$ cat src/rtl/btb_ctrl_pkg.sv
// Shared definitions for the branch target buffer controller:
// entry layout, field widths, index width and controller states.
package btb_ctrl_pkg;

   localparam int BTB_IDX_W   = 4;
   localparam int TAG_W       = 25;
   localparam int TGT_W       = 30;
   localparam int BTB_ENTRY_W = 1 + TAG_W + TGT_W;

   typedef struct packed {
      logic             valid;
      logic [TAG_W-1:0] tag;
      logic [TGT_W-1:0] target;
   } btb_entry_t;

   typedef enum logic {
      ST_INIT = 1'b0,
      ST_RUN  = 1'b1
   } btb_state_e;

endpackage

$ cat src/rtl/btb_ctrl.sv
// BTB controller: clears the external SRAM after reset or flush, then
// arbitrates one update or one lookup per cycle onto the single SRAM port.
module btb_ctrl
   import btb_ctrl_pkg::*;
#(
   parameter int IDX_W   = BTB_IDX_W,
   parameter int ENTRY_W = BTB_ENTRY_W
) (
   input  logic               clk,
   input  logic               rst_n,
   input  logic               lkp_req,
   input  logic [31:0]        lkp_pc,
   output logic               lkp_rdy,
   output logic               lkp_resp_valid,
   output logic               lkp_hit,
   output logic [31:0]        lkp_target,
   input  logic               upd_req,
   input  logic               upd_clr,
   input  logic [31:0]        upd_pc,
   input  logic [31:0]        upd_target,
   output logic               upd_rdy,
   input  logic               inv_all,
   output logic               sram_csb,
   output logic               sram_web,
   output logic [IDX_W-1:0]   sram_addr,
   output logic [ENTRY_W-1:0] sram_din,
   input  logic [ENTRY_W-1:0] sram_dout
);

   btb_state_e       r_state;
   logic [IDX_W-1:0] r_cnt;
   logic             r_resp_vld;
   logic [TAG_W-1:0] r_tag_q;

   logic       w_run;
   logic       w_init_wr;
   logic       w_upd_go;
   logic       w_lkp_go;
   btb_entry_t w_new;
   btb_entry_t w_rd;
   logic       w_hit;
   logic       w_unused_pc;

   always_comb begin
      w_run     = (r_state == ST_RUN);
      // inv_all drops whatever request shares its cycle
      upd_rdy   = w_run && !inv_all;
      lkp_rdy   = w_run && !inv_all && !upd_req;
      w_upd_go  = upd_req && upd_rdy;
      w_lkp_go  = lkp_req && lkp_rdy;
      w_init_wr = (r_state == ST_INIT) && rst_n;

      w_new.valid  = 1'b1;
      w_new.tag    = upd_pc[30:6];
      w_new.target = upd_target[31:2];

      sram_csb  = 1'b1;
      sram_web  = 1'b1;
      sram_addr = '0;
      sram_din  = '0;
      if (w_init_wr) begin
         sram_csb  = 1'b0;
         sram_web  = 1'b0;
         sram_addr = r_cnt;
      end else if (w_upd_go) begin
         sram_csb  = 1'b0;
         sram_web  = 1'b0;
         sram_addr = upd_pc[2 +: IDX_W];
         sram_din  = upd_clr ? '0 : ENTRY_W'(w_new);
      end else if (w_lkp_go) begin
         sram_csb  = 1'b0;
         sram_addr = lkp_pc[2 +: IDX_W];
      end
   end

   always_ff @(posedge clk or negedge rst_n) begin
      if (!rst_n) begin
         r_state    <= ST_INIT;
         r_cnt      <= '0;
         r_resp_vld <= 1'b0;
      end else begin
         r_resp_vld <= w_lkp_go;
         case (r_state)
            ST_INIT: begin
               if (inv_all) begin
                  r_cnt <= '0;
               end else if (r_cnt == {IDX_W{1'b1}}) begin
                  r_cnt   <= '0;
                  r_state <= ST_RUN;
               end else begin
                  r_cnt <= r_cnt + IDX_W'(1);
               end
            end
            ST_RUN: begin
               if (inv_all) begin
                  r_cnt   <= '0;
                  r_state <= ST_INIT;
               end
            end
            default: begin
               r_cnt   <= '0;
               r_state <= ST_INIT;
            end
         endcase
      end
   end

   always_ff @(posedge clk) begin
      if (w_lkp_go)
         r_tag_q <= lkp_pc[30:6];
   end

   // SRAM read data arrives the cycle after the lookup was issued
   always_comb begin
      w_rd           = sram_dout[BTB_ENTRY_W-1:0];
      w_hit          = r_resp_vld && w_rd.valid && (w_rd.tag == r_tag_q);
      lkp_resp_valid = r_resp_vld;
      lkp_hit        = w_hit;
      lkp_target     = w_hit ? {w_rd.target, 2'b00} : 32'h0;
   end

   assign w_unused_pc = ^{upd_pc[31], upd_pc[1:0], upd_target[1:0],
                          lkp_pc[31], lkp_pc[1:0]};

endmodule
$ cat config.mk
export PLATFORM = sky130hd
export DESIGN_NAME = btb_ctrl
export DESIGN_NICKNAME = d
export VERILOG_FILES = /design/src/rtl/btb_ctrl_pkg.sv /design/src/rtl/btb_ctrl.sv
export SDC_FILE = /design/constraint.sdc
export NUM_CORES = 1
export LEC_CHECK = 0
export CAP_MARGIN = 20
export CELL_PAD_IN_SITES_DETAIL_PLACEMENT = 1
export CELL_PAD_IN_SITES_GLOBAL_PLACEMENT = 1
export CORE_UTILIZATION = 17
export DETAILED_ROUTE_END_ITERATION = 16
export GPL_TIMING_DRIVEN = 0
export PLACE_DENSITY_LB_ADDON = 0.1
export REMOVE_ABC_BUFFERS = 1
export SLEW_MARGIN = 0
export SYNTH_ARGS = -nofsm -noshare
export SYNTH_HDL_FRONTEND = slang
export SYNTH_SLANG_ARGS = --single-unit
$ cat constraint.sdc
create_clock -name clk -period 2.4 [get_ports clk]
set_input_delay 0.48 -clock clk [delete_from_list [all_inputs] [get_ports clk]]
set_output_delay 0.48 -clock clk [all_outputs]
set_load 0.02 [all_outputs]
Word-level counts from Yosys, hierarchy flattened:

Cells that the tools add are included.

* register bits after elaboration: 31
* word-level logic and storage cells: 38

* reductions and logical operators: 9
* muxes and demuxes: 20
* $add $sub $neg: 1
* bitwise logic cells: 1
* equality and inequality tests: 3

Operators by type and width (number)
* 56-bit 2-to-1 mux: 3
* 32-bit 2-to-1 mux: 1
* 25-bit == test: 1
* 4-bit 2-to-1 mux: 6
* 1-bit 2-to-1 mux: 8
* 4-bit one-hot mux with 2 select lines: 1
* 1-bit logical AND: 7
* 4-bit by 1-bit adder with 4-bit output, second input constant: 1
* 4-bit == test, second input constant: 1
* 1-bit zero test: 2
* 2-bit != test, second input constant: 1
* 1-bit one-hot mux with 2 select lines: 1
* 1-bit inverter: 1

Longest topological paths before layout:

* word-level depth: 7
* gate-level depth with buffers: 8
* depth with buffers taken out: 4

Least setup slack after synthesis:

No wires, ideal clock.

* path kind: input port to output port
* from: input port inv_all
* to: output port sram_addr[0]
* data arrival time: 2570 ps
* path slack: -650 ps
* cell stages on the path: 5
* data required time: 1920 ps
* cell sequence: nor3b_1 > and2_1 > clkbuf_1 > a222oi_1 > inv_1

* longest elaborated chain between the ends: 7
* elaborated cells on any way between the ends: 8

Ends and longest elaborated chain
* start, declared: RTL line btb_ctrl.sv:22 `input logic inv_all,`
* 1-bit zero test: RTL line btb_ctrl.sv:48 `lkp_rdy = w_run && !inv_all && !upd_req;`
* 1-bit logical AND (2 in series): RTL line btb_ctrl.sv:48
* 1-bit logical AND: RTL line btb_ctrl.sv:50 `w_lkp_go = lkp_req && lkp_rdy;`
* net w_lkp_go: RTL line btb_ctrl.sv:38 `logic w_lkp_go;`
* 4-bit 2-to-1 mux: RTL line btb_ctrl.sv:70 `end else if (w_lkp_go) begin`
* 4-bit 2-to-1 mux: RTL line btb_ctrl.sv:65 `end else if (w_upd_go) begin`
* 4-bit 2-to-1 mux: RTL line btb_ctrl.sv:61 `if (w_init_wr) begin`
* end, declared: RTL line btb_ctrl.sv:25 `output logic [IDX_W-1:0] sram_addr,`

The timed path passes the listed nets, and every way through them passes these cells.

Worst setup path after layout:

* from: register r_tag_q[24]
* to: output port lkp_target[11]

* longest elaborated chain between the ends: 3

Ends and longest elaborated chain
* start, declared: RTL line btb_ctrl.sv:33 `logic [TAG_W-1:0] r_tag_q;`
* start signal, assigned: RTL line btb_ctrl.sv:110 `r_tag_q <= lkp_pc[30:6];`
* 25-bit == test: RTL line btb_ctrl.sv:116 `w_hit = r_resp_vld && w_rd.valid && (w_rd.tag == r_tag_q);`
* 1-bit logical AND: RTL line btb_ctrl.sv:116
* 32-bit 2-to-1 mux: RTL line btb_ctrl.sv:119 `lkp_target = w_hit ? {w_rd.target, 2'b00} : 32'h0;`
* end, declared: RTL line btb_ctrl.sv:16 `output logic [31:0] lkp_target,`

No other way between the ends.

==> results.toml <==
[status]
status = "finished, violations left"
violations = "negative setup slack"

[synthesis]
yosysMostFrequentCell = "and2_1"
synth_area_um2 = 2390
ys_seq_area_share_pct = 37.7
synth_top_area_share_pct = 31.4
synth_area_per_cell_um2 = 9.55
synth_cell_type_count = 35
synthAdderAreaFrac_pct = 0.524
synth_edf_count = 25
yosys.area_share.simple_pct = 42.9
synthArstFlopShare_pct = 19.4
syn_inst = 250
synth_top_family_by_area = "simple AND/OR/NAND/NOR gates"
synthMuxAreaShare_pct = 0.838
synth-xor-area-share_pct = 6.23
synth_compound_area_share_pct = 4.71
synth_area_leader_cell = "edfxtp_1"
synth.area.top_cells = "edfxtp_1, nor4_2, and2_1, dfrtp_1, nand2_1"
yosys_most_used_dff = "edfxtp_1"
yosysWarnings = 0
synth_common_cells = "and2_1, nand2_1, nor4_2"
yosys_register_bits = 31

[flow_run]
cap_violations = 0

[critical_path]
cp_slowest_stage_delay_ns = 0.66
worstReg2RegStart = "r_state"
crit_required_ns = 1.92
critPathLaunchType = "flip-flop"
cp-end-kind = "output pin"
cp_max_fo = 5
path_cells = "nand2b_4, o2111ai_4, or4_4, buf_12, nor4_4, buf_4"
cp_slowest_cell = "or4_4"
r2r_cells = 4
arrival_ns = 2.12
crit_type = "flip-flop to output pin"
reg2reg_setup_slack_ns = 0.88
critPathBufInv = 2
r2r-end = "r_tag_q[14]"
path_depth = 6
crit_family = "simple AND/OR/NAND/NOR gates"

[power_and_ir_drop]
peakVddDrop_mv = 0.253
p_leak_nw = 2.67
power_mw = 1.67
p_int_mw = 1.32
p_clk_share_pct = 41.9
pwr-share-seq_pct = 35.4
sw_frac_of_total_pct = 21.0
pwr_density_cell_nw_per_um2 = 288
switchingPower_mw = 0.351
power_frac_comb_pct = 22.6

[cts]
clk_latency_ns = 0.27
cts.clk_slew.worst_paths_ns = 0.05
cts_inserted_buffers = 5
htree_levels = 2
cts_tree = "built"
cts.sinks = 31
cts_buffer_depth = 2
cts_root_buf = "clkbuf_16"

[finish]
drive_above_1_share_pct = 40.6
antennaDiodeCount = 0
finalNetCount = 690
n_fill_cell = 1531
fin_util_pct = 43.2
syn_to_final_growth_pct = 143

[floorplanning]
ios = 256
initial_core_util_pct = 17.8
fp.dieW_um = 121
die_h_um = 121
dieArea_um2 = 14500
rows = 42
core_area_um2 = 13500

[global_routing]
grtUsageTotal_pct = 17.1
grt_first_pass_wirelength_um = 18600
antenna_found_initial = 1
grt-ovfl-total = 0
grt_max_degree = 32
grt_pass1_vias = 3037

[timing]
skew_ns = 0.00621
slew_viol_final = 0
setup_tns_ns = -5.20
timing.fmax_mhz = 385
finalWorstPathRequiredPeriod_ns = 2.60
setup_violations = 31
setup_ws_ns = -0.196
hold_viol_final = 0
fin_crit_sh_pct = 108
rsz0062_at_grt = "yes"

[drt]
dr.first_iter.drc_count = 88
routedWlPerCell_um = 18.2
dr.pass1.iters = 4
ant_nets = 0
vias = 2996
vias_per_cell = 4.23
routed_wirelength_um = 12900
drc_errors = 0

[placed_design]
hpwl_um = 9020
gp_congestion = 0.807
io_buffer_count = 245

[hold_path]
hp-class = "primary input to asynchronous set/reset pin"
[cells by family after synthesis]
logic type,Yosys count
flip-flops,31
other,1
AND/OR/NAND/NOR,151
buffers and inverters,33
XOR/XNOR,17
multiplexers,2
adder cells (fa/ha/maj),1
AO/OA/AOI/OAI,14
[flip-flops by register name, summed over array words and instances, names as in the netlist]
register	flops
lkp_resp_valid	1
r_cnt	4
r_state	1
r_tag_q	25
[area by class of cell]
class                   instances  area, µm²  area share [%]
repair buffers                291       2680            46.2
clock buffers                   5        125            2.15
clock inverters                 3       38.8           0.668
well taps                     176        220            3.79
multi-input cells             193       1800            31.0
flip-flops and latches         31        902            15.5
inverters                       9       33.8           0.582
[through the flow]
step	setup WS (ns)	area (µm²)	instances	hold WS, ns
detailed placement	-1.93	5040	655	0.593
global route	-0.300	5810	708	0.223
finish	-0.196	5810	708	0.198
CTS	-0.234	5800	699	0.211
floorplan	-1.27	2260	227	0.184
global placement	-3.21	4930	648	0.584
[per-layer routing]
metal / vias to the layer above / track usage [%] / wire length (µm)
li1: 1437 / - / -
met1: 1429 / 20.6 / 5220
met2: 111 / 30.8 / 6580
met3: 17 / 3.35 / 809
met4: 2 / 4.63 / 238
met5: - / 0 / 13
[timing repair]
item	in CTS	in global routing
endpoints found under the setup margin	94	92
hold buffers	0	0
pin swaps	53	12
cloned	8	3
resized for setup	481	81
setup buffers	28	7
[cell usage in the layout (no fill, tap or decap), drive strengths merged]
| master | count |
|---|---|
| a2111oi | 1 |
| a21oi | 2 |
| a221oi | 1 |
| a222oi | 4 |
| a22oi | 1 |
| a31oi | 1 |
| and2 | 57 |
| and2b | 3 |
| buf | 127 |
| bufinv | 1 |
| clkbuf | 16 |
| clkdlybuf4s15 | 11 |
| clkdlybuf4s50 | 123 |
| clkinv | 2 |
| conb | 2 |
| dfrtp | 6 |
| dlygate4sd2 | 17 |
| dlymetal6s2s | 2 |
| edfxtp | 25 |
| ha | 1 |
| inv | 9 |
| mux2i | 2 |
| nand2 | 36 |
| nand2b | 7 |
| nand3 | 2 |
| nor2 | 5 |
| nor2b | 6 |
| nor3 | 2 |
| nor3b | 1 |
| nor4 | 33 |
| o2111ai | 3 |
| o21ai | 1 |
| or3 | 1 |
| or4 | 4 |
| xnor2 | 4 |
| xor2 | 13 |
[worst max path at each step]
stage	start	to	slack, ns
CTS	r_tag_q[7]	lkp_target[28]	-0.23
global route	r_tag_q[23]	lkp_target[16]	-0.30
finish	r_tag_q[24]	lkp_target[11]	-0.20
floorplan	sram_dout[30]	lkp_target[31]	-1.27
global placement	sram_dout[30]	lkp_target[6]	-3.21
detailed placement	sram_dout[41]	lkp_target[16]	-1.93
[power by group through the flow]
| stage | registers, mW | clock network [mW] | logic (mW) |
|---|---|---|---|
| after global routing | 0.593 | 0.739 | 0.406 |
| after detailed placement | 0.603 | 0 | 0.339 |
| after floorplan | 0.601 | 0 | 0.0649 |
| after global placement | 0.603 | 0 | 0.333 |
| after CTS | 0.592 | 0.722 | 0.369 |
| final | 0.592 | 0.701 | 0.378 |
Power figures use the tool's default switching activity.
